==> src/rtl/butterfly_weight_scheduler.sv <==
// Weight-load and start sequencer for one butterfly FFT job.
// It streams repacked SRAM weights, pulses start, then counts output beats.
module butterfly_weight_scheduler #(
  parameter int data_width     = 16,
  parameter int bu_parallelism = 4,
  parameter int MAX_LENGTH     = 1024,
  parameter int ADDR_WIDTH     = 16,
  parameter int TIMEOUT        = 65535
) (
  input  logic                                  clk,
  input  logic                                  rst_n,
  input  logic                                  cfg_start,
  input  logic [15:0]                           cfg_length,
  input  logic [ADDR_WIDTH-1:0]                 cfg_base_addr,
  input  logic                                  abort,
  output logic                                  wmem_rd_en,
  output logic [ADDR_WIDTH-1:0]                 wmem_addr,
  input  logic [2*data_width*bu_parallelism-1:0] wmem_rd_dat,
  output logic [4*data_width*bu_parallelism-1:0] up_weight_dat,
  output logic                                  up_weight_vld,
  output logic                                  bfly_start,
  input  logic                                  out_beat,
  output logic                                  busy,
  output logic                                  done,
  output logic                                  err,
  output logic [3:0]                            stage_idx
);

  localparam int LOGMAX = $clog2(MAX_LENGTH);
  localparam int WCW    = $clog2(MAX_LENGTH * LOGMAX + 1);
  localparam int OUTW   = 4 * data_width * bu_parallelism;
  localparam int TOW    = $clog2(TIMEOUT + 1);
  localparam int MINLEN = 2 * bu_parallelism;
  localparam int BUSH   = $clog2(MINLEN);

  typedef enum logic [2:0] {
    S_IDLE,
    S_LOAD,
    S_DRAIN,
    S_START,
    S_RUN,
    S_DONE
  } state_e;

  state_e                state_q, state_d;
  logic [15:0]           len_q;
  logic [WCW-1:0]        depth_q;
  logic [WCW-1:0]        total_q;
  logic [ADDR_WIDTH-1:0] base_q;
  logic [WCW-1:0]        lin_q;
  logic [WCW-1:0]        wsub_q;
  logic [3:0]            stage_q;
  logic                  drain_q;
  logic [15:0]           beat_q;
  logic [TOW-1:0]        wd_q;
  logic                  err_q, err_d;
  logic                  rd_vld_q;
  logic                  vld_q;
  logic [OUTW-1:0]       dat_q;
  logic [OUTW-1:0]       pack_d;

  logic                  accept;
  logic                  len_pow2;
  logic                  len_ok;
  logic [3:0]            len_log2;
  logic [WCW-1:0]        depth_new;
  logic [WCW-1:0]        stages_new;
  logic [WCW-1:0]        total_new;
  logic                  lin_last;
  logic                  beat_last;
  logic                  wd_hit;

  // Highest set bit gives log2 once the length is known to be a power of two.
  always_comb begin
    len_log2 = '0;
    for (int i = 0; i < 16; i++) begin
      if (cfg_length[i]) len_log2 = 4'(i);
    end
  end

  assign len_pow2 = (cfg_length != '0) &&
                    ((cfg_length & (cfg_length - 16'd1)) == '0);
  assign len_ok   = len_pow2 &&
                    (cfg_length >= 16'(MINLEN)) &&
                    (cfg_length <= 16'(MAX_LENGTH));

  assign depth_new  = WCW'(cfg_length >> BUSH);
  assign stages_new = WCW'(len_log2);
  assign total_new  = stages_new * depth_new;

  assign lin_last  = (lin_q == total_q - WCW'(1));
  assign beat_last = out_beat && (beat_q == len_q - 16'd1);
  assign wd_hit    = (wd_q == TOW'(TIMEOUT - 1));

  always_comb begin
    state_d = state_q;
    err_d   = 1'b0;
    accept  = 1'b0;
    if (abort) begin
      state_d = S_IDLE;
    end else begin
      unique case (state_q)
        S_IDLE: begin
          if (cfg_start) begin
            if (len_ok) begin
              state_d = S_LOAD;
              accept  = 1'b1;
            end else begin
              err_d = 1'b1;
            end
          end
        end
        S_LOAD: begin
          if (lin_last) state_d = S_DRAIN;
        end
        S_DRAIN: begin
          if (drain_q) state_d = S_START;
        end
        S_START: state_d = S_RUN;
        S_RUN: begin
          if (beat_last) begin
            state_d = S_DONE;
          end else if (wd_hit) begin
            state_d = S_IDLE;
            err_d   = 1'b1;
          end
        end
        S_DONE:  state_d = S_IDLE;
        default: state_d = S_IDLE;
      endcase
    end
  end

  always_ff @(posedge clk or negedge rst_n) begin
    if (!rst_n) begin
      state_q <= S_IDLE;
      err_q   <= 1'b0;
      drain_q <= 1'b0;
      wd_q    <= '0;
    end else begin
      state_q <= state_d;
      err_q   <= err_d;
      drain_q <= (state_q == S_DRAIN);
      wd_q    <= (state_q == S_RUN) ? wd_q + TOW'(1) : '0;
    end
  end

  // Job parameters and the stage-major word walk.
  always_ff @(posedge clk or negedge rst_n) begin
    if (!rst_n) begin
      len_q   <= '0;
      depth_q <= '0;
      total_q <= '0;
      base_q  <= '0;
      lin_q   <= '0;
      wsub_q  <= '0;
      stage_q <= '0;
      beat_q  <= '0;
    end else if (accept) begin
      len_q   <= cfg_length;
      depth_q <= depth_new;
      total_q <= total_new;
      base_q  <= cfg_base_addr;
      lin_q   <= '0;
      wsub_q  <= '0;
      stage_q <= '0;
      beat_q  <= '0;
    end else begin
      if (state_q == S_LOAD && !abort && !lin_last) begin
        lin_q <= lin_q + WCW'(1);
        if (wsub_q == depth_q - WCW'(1)) begin
          wsub_q  <= '0;
          stage_q <= stage_q + 4'd1;
        end else begin
          wsub_q <= wsub_q + WCW'(1);
        end
      end
      if (state_q == S_RUN && out_beat && beat_q != len_q) begin
        beat_q <= beat_q + 16'd1;
      end
    end
  end

  always_comb begin
    pack_d = '0;
    for (int k = 0; k < bu_parallelism; k++) begin
      pack_d[data_width*(4*k) +: data_width] =
        wmem_rd_dat[2*data_width*k +: data_width];
      pack_d[data_width*(4*k+1) +: data_width] =
        wmem_rd_dat[2*data_width*k+data_width +: data_width];
    end
  end

  // Abort kills both in-flight weight slots.
  always_ff @(posedge clk or negedge rst_n) begin
    if (!rst_n) begin
      rd_vld_q <= 1'b0;
      vld_q    <= 1'b0;
      dat_q    <= '0;
    end else begin
      rd_vld_q <= (state_q == S_LOAD) && !abort;
      vld_q    <= rd_vld_q && !abort;
      if (rd_vld_q) dat_q <= pack_d;
    end
  end

  assign wmem_rd_en    = (state_q == S_LOAD);
  assign wmem_addr     = (state_q == S_LOAD) ?
                         base_q + ADDR_WIDTH'(lin_q) : '0;
  assign up_weight_dat = dat_q;
  assign up_weight_vld = vld_q;
  assign bfly_start    = (state_q == S_START);
  assign busy          = (state_q == S_LOAD) || (state_q == S_DRAIN) ||
                         (state_q == S_START) || (state_q == S_RUN);
  assign done          = (state_q == S_DONE);
  assign err           = err_q;
  assign stage_idx     = stage_q;

endmodule

==> config.mk <==
export PLATFORM = sky130hd
export DESIGN_NAME = butterfly_weight_scheduler
export DESIGN_NICKNAME = d
export VERILOG_FILES = /design/src/rtl/butterfly_weight_scheduler.sv
export SDC_FILE = /design/constraint.sdc
export NUM_CORES = 1
export LEC_CHECK = 0
export BUFFER_PORTS_ARGS = -buffer_cell sky130_fd_sc_hd__buf_2
export CAP_MARGIN = 10
export CORE_ASPECT_RATIO = 0.75
export CORE_MARGIN = 4
export CORE_UTILIZATION = 25
export DETAILED_ROUTE_END_ITERATION = 12
export SETUP_SLACK_MARGIN = 0.1
export SYNTH_ARGS = -nofsm -noshare
export SYNTH_HDL_FRONTEND = slang
export SYNTH_SLANG_ARGS = --single-unit
==> constraint.sdc <==
create_clock -name clk -period 3.8 [get_ports clk]
set_input_delay 0 -clock clk [delete_from_list [all_inputs] [get_ports clk]]
set_output_delay 0 -clock clk [all_outputs]
set_load 0.02 [all_outputs]
==> results of run 1 <==
-- critical path: stages --
cell           delay (ns)
buf_2                0.11
dlygate4sd3_1        0.54
buf_4                0.17
o21bai_1             0.14
a21oi_1              0.08
nor2_1               0.10
o211ai_1             0.11
buf_4                0.17
buf_4                0.14
and3_1               0.16
ha_1                 0.20
ha_2                 0.19
fa_2                 0.39
a21o_1               0.19
a21oi_2              0.16
o21bai_2             0.11
a2111oi_4            0.36
o31ai_1              0.12
a21oi_1              0.18
xor2_1               0.16
o21ai_1              0.09
-- stage by stage --
step,instance area [um2],setup WS (ns)
6_report,19400,0.329
5_1_grt,19400,0.0599
4_1_cts,19300,0.177
3_5_place_dp,16800,-0.250
3_3_place_gp,16800,-0.178
2_1_floorplan,15200,0.106
-- report_power, final --
| part | internal, mW | switching [mW] | total, mW |
|---|---|---|---|
| logic | 0.555 | 0.699 | 1.25 |
| clock network | 1.60 | 1.10 | 2.70 |
| registers | 2.69 | 0.0453 | 2.74 |
| total | 4.85 | 1.84 | 6.69 |
-- synthesized netlist by cell type, drive strengths merged, types with 5 or more instances --
cell type,n,share of area (%)
and2,16,0.70
xnor2,63,3.8
fa,22,3.0
a211oi,12,0.62
nand3b,5,0.26
nand2b,18,0.77
mux2i,10,0.69
a21o,15,0.77
nand4,14,0.60
nor3,29,1.0
nor2b,23,0.98
nor2,82,2.2
buf,142,7.1
mux2,129,9.9
clkbuf,58,1.5
a31oi,9,0.39
a21oi,43,1.5
and3,22,0.94
dfrtp,245,42
nand2,146,3.8
o21ai,50,1.7
nor4,13,0.64
nand4b,6,0.36
xor2,50,3.0
nand3,43,1.5
ha,38,3.3
or3,18,0.77
or4,11,0.59
o31ai,11,0.57
inv,57,1.5
-- layout make-up --
type | instances | area (um2)
clock buffers | 41 | 810
repair buffers | 518 | 3540
well taps | 780 | 976
flip-flops and latches | 245 | 6130
inverters | 57 | 214
fillers | 5827 | 38200
clock inverters | 8 | 104
multi-input cells | 1085 | 7610
-- flip-flops by register name, indices dropped and copies added, names as in the netlist, 14 cells and up --
register       flops
beat_q            16
len_q             16
up_weight_dat    128
wd_q              16
total_q           14
wsub_q            14
lin_q             14
base_q            16
-- worst max path at each step --
stage / from / endpoint / slack (ns) / depth (start not counted)
2_1_floorplan: cfg_length[10] / total_q[12]$_DFFE_PN0P_ / 0.11 / 16
3_3_place_gp: cfg_length[4] / total_q[13]$_DFFE_PN0P_ / -0.18 / 19
3_5_place_dp: cfg_length[2] / total_q[13]$_DFFE_PN0P_ / -0.25 / 20
4_1_cts: cfg_length[10] / total_q[12]$_DFFE_PN0P_ / 0.18 / 19
5_1_grt: cfg_length[7] / total_q[12]$_DFFE_PN0P_ / 0.06 / 21
6_report: cfg_length[7] / total_q[12]$_DFFE_PN0P_ / 0.33 / 21
-- kinds of logic after synthesis --
group	count (synthesis)	synth area share, %
and+or+nand+nor	466	16.2
buffers and inverters	257	10.1
DFF	245	42.0
AOI/OAI and AO/OA	176	7.74
muxes	140	10.8
xor gates and xnor gates	113	6.77
adders and majority gates	62	6.41
other	1	0.0257
-- layer usage --
| layer | global-route usage [%] | up-vias |
|---|---|---|
| met5 | 0 | - |
| met4 | 5.11 | 0 |
| li1 | - | 5716 |
| met2 | 21.2 | 342 |
| met1 | 16.2 | 5818 |
| met3 | 2.75 | 78 |
-- what timing repair did --
item / 4_1_cts / 5_1_grt
hold endpoints to repair: 239 / 0
endpoints found under the setup margin: 0 / 4
buffers inserted: 0 / 3
resized for setup: 0 / 22
hold buffers: 154 / 0
==> results by group, run 1 <==
CTS
  • CTS tree: built
  • H-tree levels: 1
  • Clock-pin slew on the worst setup and hold paths: 0.06 ns
  • Worst-skew pair later-pin latency: 0.56 ns
  • TritonCTS sink count: 245
  • CTS max path bufs: 3
  • TritonCTS Buffers: 28
  • CTS root buffer: clkbuf_16

Worst hold path
  • Min-delay src: out_beat
  • HP Class: primary input to register
  • Worst Hold Path EP: state_q[2]$_DFFE_PN0P_
  • WHS Path Cells: 5

Routing
  • Routed vias: 11954
  • First DRT Iteration DRCs: 605
  • Drt drc: 0
  • Via/cell ratio: 4.37
  • Final ANT Viol Nets: 0
  • Highest Signal Layer: met4
  • Drt wl/cell: 15.4 um
  • Met1 wire length: 17.6 mm
  • Routed wire length: 42.2 mm
  • Met2 wire len: 20.0 mm
  • Met3 WL post-DR: 2.91 mm
  • Initial DRT Pass Iterations: 5

Logic synthesis
  • Register area share after synthesis: 42.0%
  • Synth Flop Type: dfrtp_1
  • Synth Register Bits: 245
  • Async set-reset flop share out of synthesis: 100%
  • Syn_area_per_cell: 10.0 um2
  • Synthesized instance count: 1460
  • Synthesis Warnings: 0
  • Synth Cell Area: 0.0146 mm2
  • Post-synth EDFFs: 0
  • Synth cell types: 73

Floorplanning
  • Core area: 0.0576 mm2
  • Starting Density: 25.4%
  • Rows: 76
  • Die height: 217 um
  • Die width: 287 um
  • Overall die area: 0.0624 mm2
  • IO Pins: 447

Global route
  • GRT Total Usage: 12.8%
  • Initial antenna violation count: 1
  • Largest net degree at the start of global routing: 88
  • Overflow after GRT: 0
  • First-pass GRT wire length: 65.5 mm
  • Number of global-route vias before repair: 11953

Flow run
  • Max_cap viols: 0

Finish
  • Most frequent cells in the layout: 316 x buf_2, 244 x dfrtp_1, 153 x dlygate4sd3_1
  • Post-route insts no fill: 2734
  • Fraction of layout cells with a size suffix above 1: 29.5%
  • Commonest non-fill, non-tap cell in the layout: buf_2
  • Area grow syn2layout: 32.7%
  • Antenna cells: 0
  • Finished Core Util: 33.7%
  • Nets: 2160

Critical path
  • RR Endpoint: stage_idx[0]$_DFFE_PN0P_
  • Data required time of the worst path: 4.23 ns
  • Crit path launch type: primary input
  • Setup crit end kind: register
  • CP Max Fanout: 8
  • CP arrival: 3.90 ns
  • R2R cell count: 11
  • Worst reg-to-reg setup slack: 0.40 ns
  • R2R Path Start: len_q[3]$_DFFE_PN0P_
  • Crit Path Class: primary input to register

Timing
  • Final hold vios: 0
  • Final Max Tran Viols: 0
  • Worst slew pin tran: 0.971 ns
  • Final period utilization: 91.3%
  • Final min period: 3.47 ns
  • Hold slack: 0.0381 ns
  • Finish-stage setup viols: 0
  • RSZ-0062 raised after global routing: true
  • Setup TNS Final: 0 ns
  • Fmax: 288 MHz
  • Worst Skew: 0.0165 ns
  • Slew headroom: 34.7%

Outcome
  • Status: completed

Power
  • Worst VDD drop: 281 uV
  • Leakage: 9.50 nW
  • Pwr Total: 6.69 mW
  • PwrDens: 345 mW/mm2

Placed design
  • Dpl hpwl: 30.5 mm
  • Dpl cells: 2528
  • PortBufs: 318
  • RePlAce Congestion: 0.876
(Power assumes the default switching activity.)
==> inputs of run 2 (changes only) <==
Settings changed: CORE_MARGIN 4 to unset.
==> run 2 against run 1 <==
Net effect: worst setup slack worse by 0.021 ns; sequential cell count did not move; clock skew grew 0.0071 ns; critical path depth is 2 lower; critical endpoint is now total_q[13]$_DFFE_PN0P_; first-iteration DRC count decreased by 9.3%; largest cell class unchanged.
==> results by group, run 2 (synthesis results as in run 1) <==
Global route
  • Initial antenna violation count: 4
  • First-pass GRT wire length: 63.4 mm
  • Number of global-route vias before repair: 11494
  • GRT Total Usage: 13.4%
  • Overflow after GRT: 0
  • Largest net degree at the start of global routing: 100

Power
  • Switching share of total power: 27.5%
  • Combinational Power Share: 18.1%
  • Clk pwr share: 41.1%
  • Flop pwr share: 40.8%
  • Leakage: 9.51 nW
  • NetSw: 1.85 mW
  • Pwr Total: 6.71 mW
  • Worst VDD drop: 220 uV
  • PwrDens: 346 mW/mm2
  • Int Pwr: 4.86 mW

Placed design
  • Dpl hpwl: 30.7 mm
  • Dpl cells: 2531
  • Placed inst area: 0.0169 mm2
  • PortBufs: 318
  • Post-Place Setup Slack: -0.240 ns
  • RePlAce Congestion: 0.816

Floorplanning
  • Overall die area: 0.0594 mm2
  • Rows: 76
  • Die width: 281 um
  • Core area: 0.0575 mm2
  • Die height: 211 um
  • IO Pins: 447
  • Starting Density: 25.4%

Finish
  • Nets: 2163
  • # fillers: 5850
  • Max reg flops: 128
  • Fin area: 0.0194 mm2
  • Commonest non-fill, non-tap cell in the layout: buf_2
  • Finished Core Util: 33.7%
  • Post-route insts no fill: 2744
  • Area grow syn2layout: 32.7%
  • Fraction of layout cells with a size suffix above 1: 29.0%
  • Most frequent cells in the layout: 317 x buf_2, 244 x dfrtp_1, 154 x dlygate4sd3_1

Routing
  • Routed wire length: 41.7 mm
  • Drt drc: 0
  • Routed vias: 11897
  • First DRT Iteration DRCs: 549
  • Initial DRT Pass Iterations: 6
  • Drt wl/cell: 15.2 um
  • Via/cell ratio: 4.34
  • Final ANT Viol Nets: 0

Timing
  • Final min period: 3.49 ns
  • Slew headroom: 32.2%
  • Worst slew pin tran: 1.01 ns
  • Worst Skew: 0.0236 ns
  • Final hold vios: 0
  • Final Max Tran Viols: 0
  • Setup TNS Final: 0 ns
  • Finish-stage setup viols: 0
  • Final period utilization: 91.9%
  • RSZ-0062 raised after global routing: false
  • Hold slack: 0.0190 ns
  • Fmax: 286 MHz
  • Final setup margin: 0.307 ns

Critical path
  • Crit Path Class: primary input to register
  • Setup crit end kind: register
  • R2R cell count: 10
  • CP arrival: 3.93 ns
  • Crit path largest cell delay: 0.56 ns
  • R2R Path Start: total_q[0]$_DFFE_PN0P_
  • Critical path endpoint: total_q[13]$_DFFE_PN0P_
  • CP Cell Sequence: buf_2 > dlygate4sd3_1 > buf_4 > o21bai_1 > a21oi_1 > nor2_1 > o211ai_1 > buf_4 > and3_1 > fa_1 > ha_1 > a21o_1 > a21o_1 > a2111oi_2 > nor3_1 > a41oi_1 > a21oi_1 > xnor2_1 > o21ai_0
  • Worst reg-to-reg setup slack: 0.52 ns
  • Slowest CP cell: dlygate4sd3_1
  • RR Endpoint: lin_q[5]$_DFFE_PN0P_
  • Crit path launch type: primary input
  • Data required time of the worst path: 4.23 ns
  • Worst Setup SP: cfg_length[8]
  • CP Max Fanout: 8

Worst hold path
  • HP Class: primary input to register
  • WHS Path Cells: 5

CTS
  • CTS max path bufs: 3
  • TritonCTS sink count: 245
  • Clock-pin slew on the worst setup and hold paths: 0.06 ns
  • H-tree levels: 1
  • CTS tree: built
  • TritonCTS Buffers: 30
  • CTS root buffer: clkbuf_16
  • Worst-skew pair later-pin latency: 0.57 ns

Outcome
  • Status: completed

Flow run
  • Max_cap viols: 0
-- run 2: changes by cell type in the layout (fill, tap and decap cells not counted), sizes merged --
| cell | change |
|---|---|
| clkbuf | +4 |
| bufinv | -1 |
| dlymetal6s4s | -1 |
| buf | +1 |
| diode | +4 |
| inv | +1 |
| dlygate4sd3 | +1 |
| clkinvlp | +1 |
-- run 2: worst min-delay path by stage --
| stage | start | end | slack (ns) |
|---|---|---|---|
| after floorplan | rst_n | base_q[0]$_DFFE_PN0P_ | -0.30 |
| after CTS | out_beat | state_q[2]$_DFFE_PN0P_ | 0.01 |
| after detailed placement | rst_n | up_weight_dat[18]$_DFFE_PN0P_ | 0.08 |
| after global routing | out_beat | state_q[2]$_DFFE_PN0P_ | 0.03 |
| after global placement | rst_n | up_weight_dat[138]$_DFFE_PN0P_ | 0.08 |
| final | out_beat | state_q[2]$_DFFE_PN0P_ | 0.02 |
-- run 2: critical path: cells and delay by family --
family / cells / cell delay (ns)
simple gates: 3 / 0.38
fa+ha+maj: 2 / 0.76
xor+xnor: 1 / 0.18
buf+inv: 4 / 1.02
compound gates: 9 / 1.58
-- run 2: metal layers --
metal  share of wire (%)  vias up  track usage, %  wire length, um
li1                    -     5719               -                -
met1                  42     5773            16.7            17600
met2                  48      344            22.4            19900
met3                 6.8       61            3.19             2850
met4                 3.2        0            4.90             1330
met5                   0        -               0                0
-- run 2: area by class of cell --
type,instances,area [um2],area share [%]
repair buffers,519,3530,18.2
clock inverters,9,78.8,0.407
multi-input cells,1085,7570,39.0
flip-flops and latches,245,6130,31.6
inverters,57,214,1.10
well taps,780,976,5.03
diodes,4,10.0,0.0516
clock buffers,45,868,4.48
-- run 2: power by group through the flow --
stage	logic, mW	clock network (mW)	registers [mW]
2_1_floorplan	0.684	0	2.88
3_3_place_gp	1.08	0	2.78
3_5_place_dp	1.09	0	2.78
4_1_cts	1.22	2.84	2.74
5_1_grt	1.35	2.95	2.75
6_report	1.21	2.76	2.74
-- run 2: timing repair --
action / 4_1_cts / 5_1_grt
hold buffers: 154 / 0
endpoints found under the hold margin: 254 / 0
resized for setup: 0 / 2
endpoints found under the setup margin: 0 / 4
buffers inserted: 0 / 1
==> inputs of run 3 (changes only) <==
==> constraint.sdc (replaced) <==
create_clock -name clk -period 3.8 [get_ports clk]
set_input_delay 1.14 -clock clk [delete_from_list [all_inputs] [get_ports clk]]
set_output_delay 1.14 -clock clk [all_outputs]
set_load 0.02 [all_outputs]
==> run 3 against run 2 <==
Net effect: the run now ends with setup timing left; die area unchanged; first-iteration DRC count up 23%; critical path depth unchanged; sequential share of layout area grew 1.1 points; non-clock buffer count decreased by 96; worst hold slack better by 0.45 ns; sequential cell count did not move; worst setup slack lost 0.93 ns; critical endpoint is now total_q[12]$_DFFE_PN0P_; cell count shrank 3.6%; clock skew decreased by 0.010 ns.
==> results by group, run 3 (synthesis results as in run 1) <==
Worst hold path
  • HP Class: register to register
  • Min-delay src: stage_idx[3]$_DFFE_PN0P_
  • Worst Hold Path EP: stage_idx[3]$_DFFE_PN0P_
  • WHS Path Cells: 1

Timing
  • Hold slack: 0.474 ns
  • Final Max Tran Viols: 0
  • Final hold vios: 0
  • Setup TNS Final: -3.99 ns
  • Final period utilization: 116%
  • Slew headroom: 34.6%
  • Worst Skew: 0.0131 ns
  • Worst slew pin tran: 0.972 ns
  • RSZ-0062 raised after global routing: true
  • Finish-stage setup viols: 13
  • Final min period: 4.42 ns
  • Fmax: 226 MHz
  • Final setup margin: -0.620 ns

CTS
  • CTS root buffer: clkbuf_16
  • TritonCTS Buffers: 30
  • Worst-skew pair later-pin latency: 0.57 ns
  • Hold_buf cts: 0
  • CTS max path bufs: 3
  • TritonCTS sink count: 245
  • Clock-pin slew on the worst setup and hold paths: 0.05 ns
  • CTS tree: built
  • H-tree levels: 1

Placed design
  • Post-Place Setup Slack: -1.24 ns
  • RePlAce Congestion: 0.834
  • Placed inst area: 0.0173 mm2
  • Dpl cells: 2580
  • Dpl hpwl: 32.8 mm
  • PortBufs: 318

Critical path
  • Data required time of the worst path: 4.25 ns
  • CP Max Fanout: 4
  • RR Endpoint: stage_idx[0]$_DFFE_PN0P_
  • R2R Path Start: len_q[3]$_DFFE_PN0P_
  • Crit Path Class: primary input to register
  • CP arrival: 4.87 ns
  • Setup crit end kind: register
  • R2R cell count: 11
  • Crit path launch type: primary input
  • Worst reg-to-reg setup slack: 0.46 ns

Outcome
  • Failing checks: setup timing
  • Status: finished, violations left

Finish
  • Antenna cells: 0
  • Commonest non-fill, non-tap cell in the layout: buf_2
  • Fraction of layout cells with a size suffix above 1: 36.1%
  • Area grow syn2layout: 28.4%
  • Post-route insts no fill: 2644
  • Fin area: 0.0188 mm2
  • Nets: 2067
  • Max reg flops: 128
  • Most frequent cells in the layout: 303 x buf_2, 242 x dfrtp_1, 144 x nand2_1

Routing
  • Initial DRT Pass Iterations: 5
  • Drt wl/cell: 15.7 um
  • Via/cell ratio: 4.34
  • First DRT Iteration DRCs: 677
  • Drt drc: 0
  • Final ANT Viol Nets: 0
  • Routed vias: 11463
  • Routed wire length: 41.5 mm

Power
  • Leakage: 9.24 nW
  • Worst VDD drop: 298 uV
  • PwrDens: 375 mW/mm2

Global route
  • GRT Total Usage: 13.5%
  • Initial antenna violation count: 1
  • Largest net degree at the start of global routing: 89
  • First-pass GRT wire length: 62.8 mm
  • Overflow after GRT: 0
  • Number of global-route vias before repair: 11010

Floorplanning
  • Die height: 211 um
  • Rows: 76
  • Starting Density: 25.4%
  • Core area: 0.0575 mm2
  • IO Pins: 447
  • Overall die area: 0.0594 mm2
  • Die width: 281 um

Flow run
  • Max_cap viols: 0
==> run 3: cell types whose count changed in the layout (fill, tap and decap cells not counted), moves of 5 or more <==
cell,change
nor3_1,-5
ha_1,-6
buf_2,-14
ha_4,+6
o21ai_1,+5
dlygate4sd3_1,-154
a21oi_1,-9
buf_4,+62
buf_6,+8
a21oi_2,+8
o21ai_0,-8
==> run 3: report_power, final <==
group	total, mW	switching [mW]	internal, mW
combinational	1.26	0.717	0.545
sequential	2.73	0.0429	2.69
clock	3.04	1.12	1.92
total	7.04	1.88	5.16
==> run 3: how the worst max path moves through the flow <==
| stage | startpoint | end | slack [ns] | cells after the start |
|---|---|---|---|---|
| detailed placement | cfg_length[2] | total_q[12]$_DFFE_PN0P_ | -1.24 | 20 |
| global placement | cfg_length[2] | total_q[12]$_DFFE_PN0P_ | -1.17 | 20 |
| finish | cfg_length[4] | total_q[12]$_DFFE_PN0P_ | -0.62 | 19 |
| floorplan | cfg_length[4] | total_q[12]$_DFFE_PN0P_ | -0.93 | 18 |
| global route | cfg_length[4] | total_q[12]$_DFFE_PN0P_ | -0.77 | 19 |
| CTS | cfg_length[4] | total_q[12]$_DFFE_PN0P_ | -0.56 | 19 |
==> run 3: layer usage <==
layer,GRT usage (%),up-vias,share of wire (%)
met4,3.73,2,2.4
met3,3.11,43,6.5
met1,16.2,5580,41
met2,23.8,315,50
met5,0,-,0.031
li1,-,5523,-
==> run 3: what timing repair did <==
action                     CTS  global route
pin swaps                   25            25
setup buffers               12             6
setup endpoints to repair   19            21
gates cloned                 0             0
resized for setup           53            21
==> run 3: layout make-up <==
cell class	count	area [um2]
flip-flops and latches	245	6140
fillers	5922	38800
inverters	57	214
multi-input cells	1085	7850
well taps	780	976
clock buffers	42	867
clock inverters	12	198
repair buffers	423	2520
==> run 3: stage by stage <==
stage                     utilization, %  total power, mW
after floorplan                        -             3.58
after global placement              30.1             3.96
after detailed placement            30.1             3.99
after CTS                           32.5             7.12
after global routing                32.6             7.38
final                               32.6             7.04
==> run 3: worst max-delay path: stages <==
cell and delay, ns:
buf_6 0.10, nor3_4 0.18, nor3_2 0.06, nor3_2 0.14, nor3_2 0.06, o31a_1 0.31, nand2b_4 0.17, fa_1 0.48
inv_1 0.05, fa_1 0.48, fa_2 0.36, a21o_1 0.19, a21oi_2 0.13, o21bai_1 0.12, a2111oi_2 0.37, o31ai_1 0.14
a21oi_1 0.17, xor2_1 0.16, o21ai_1 0.07
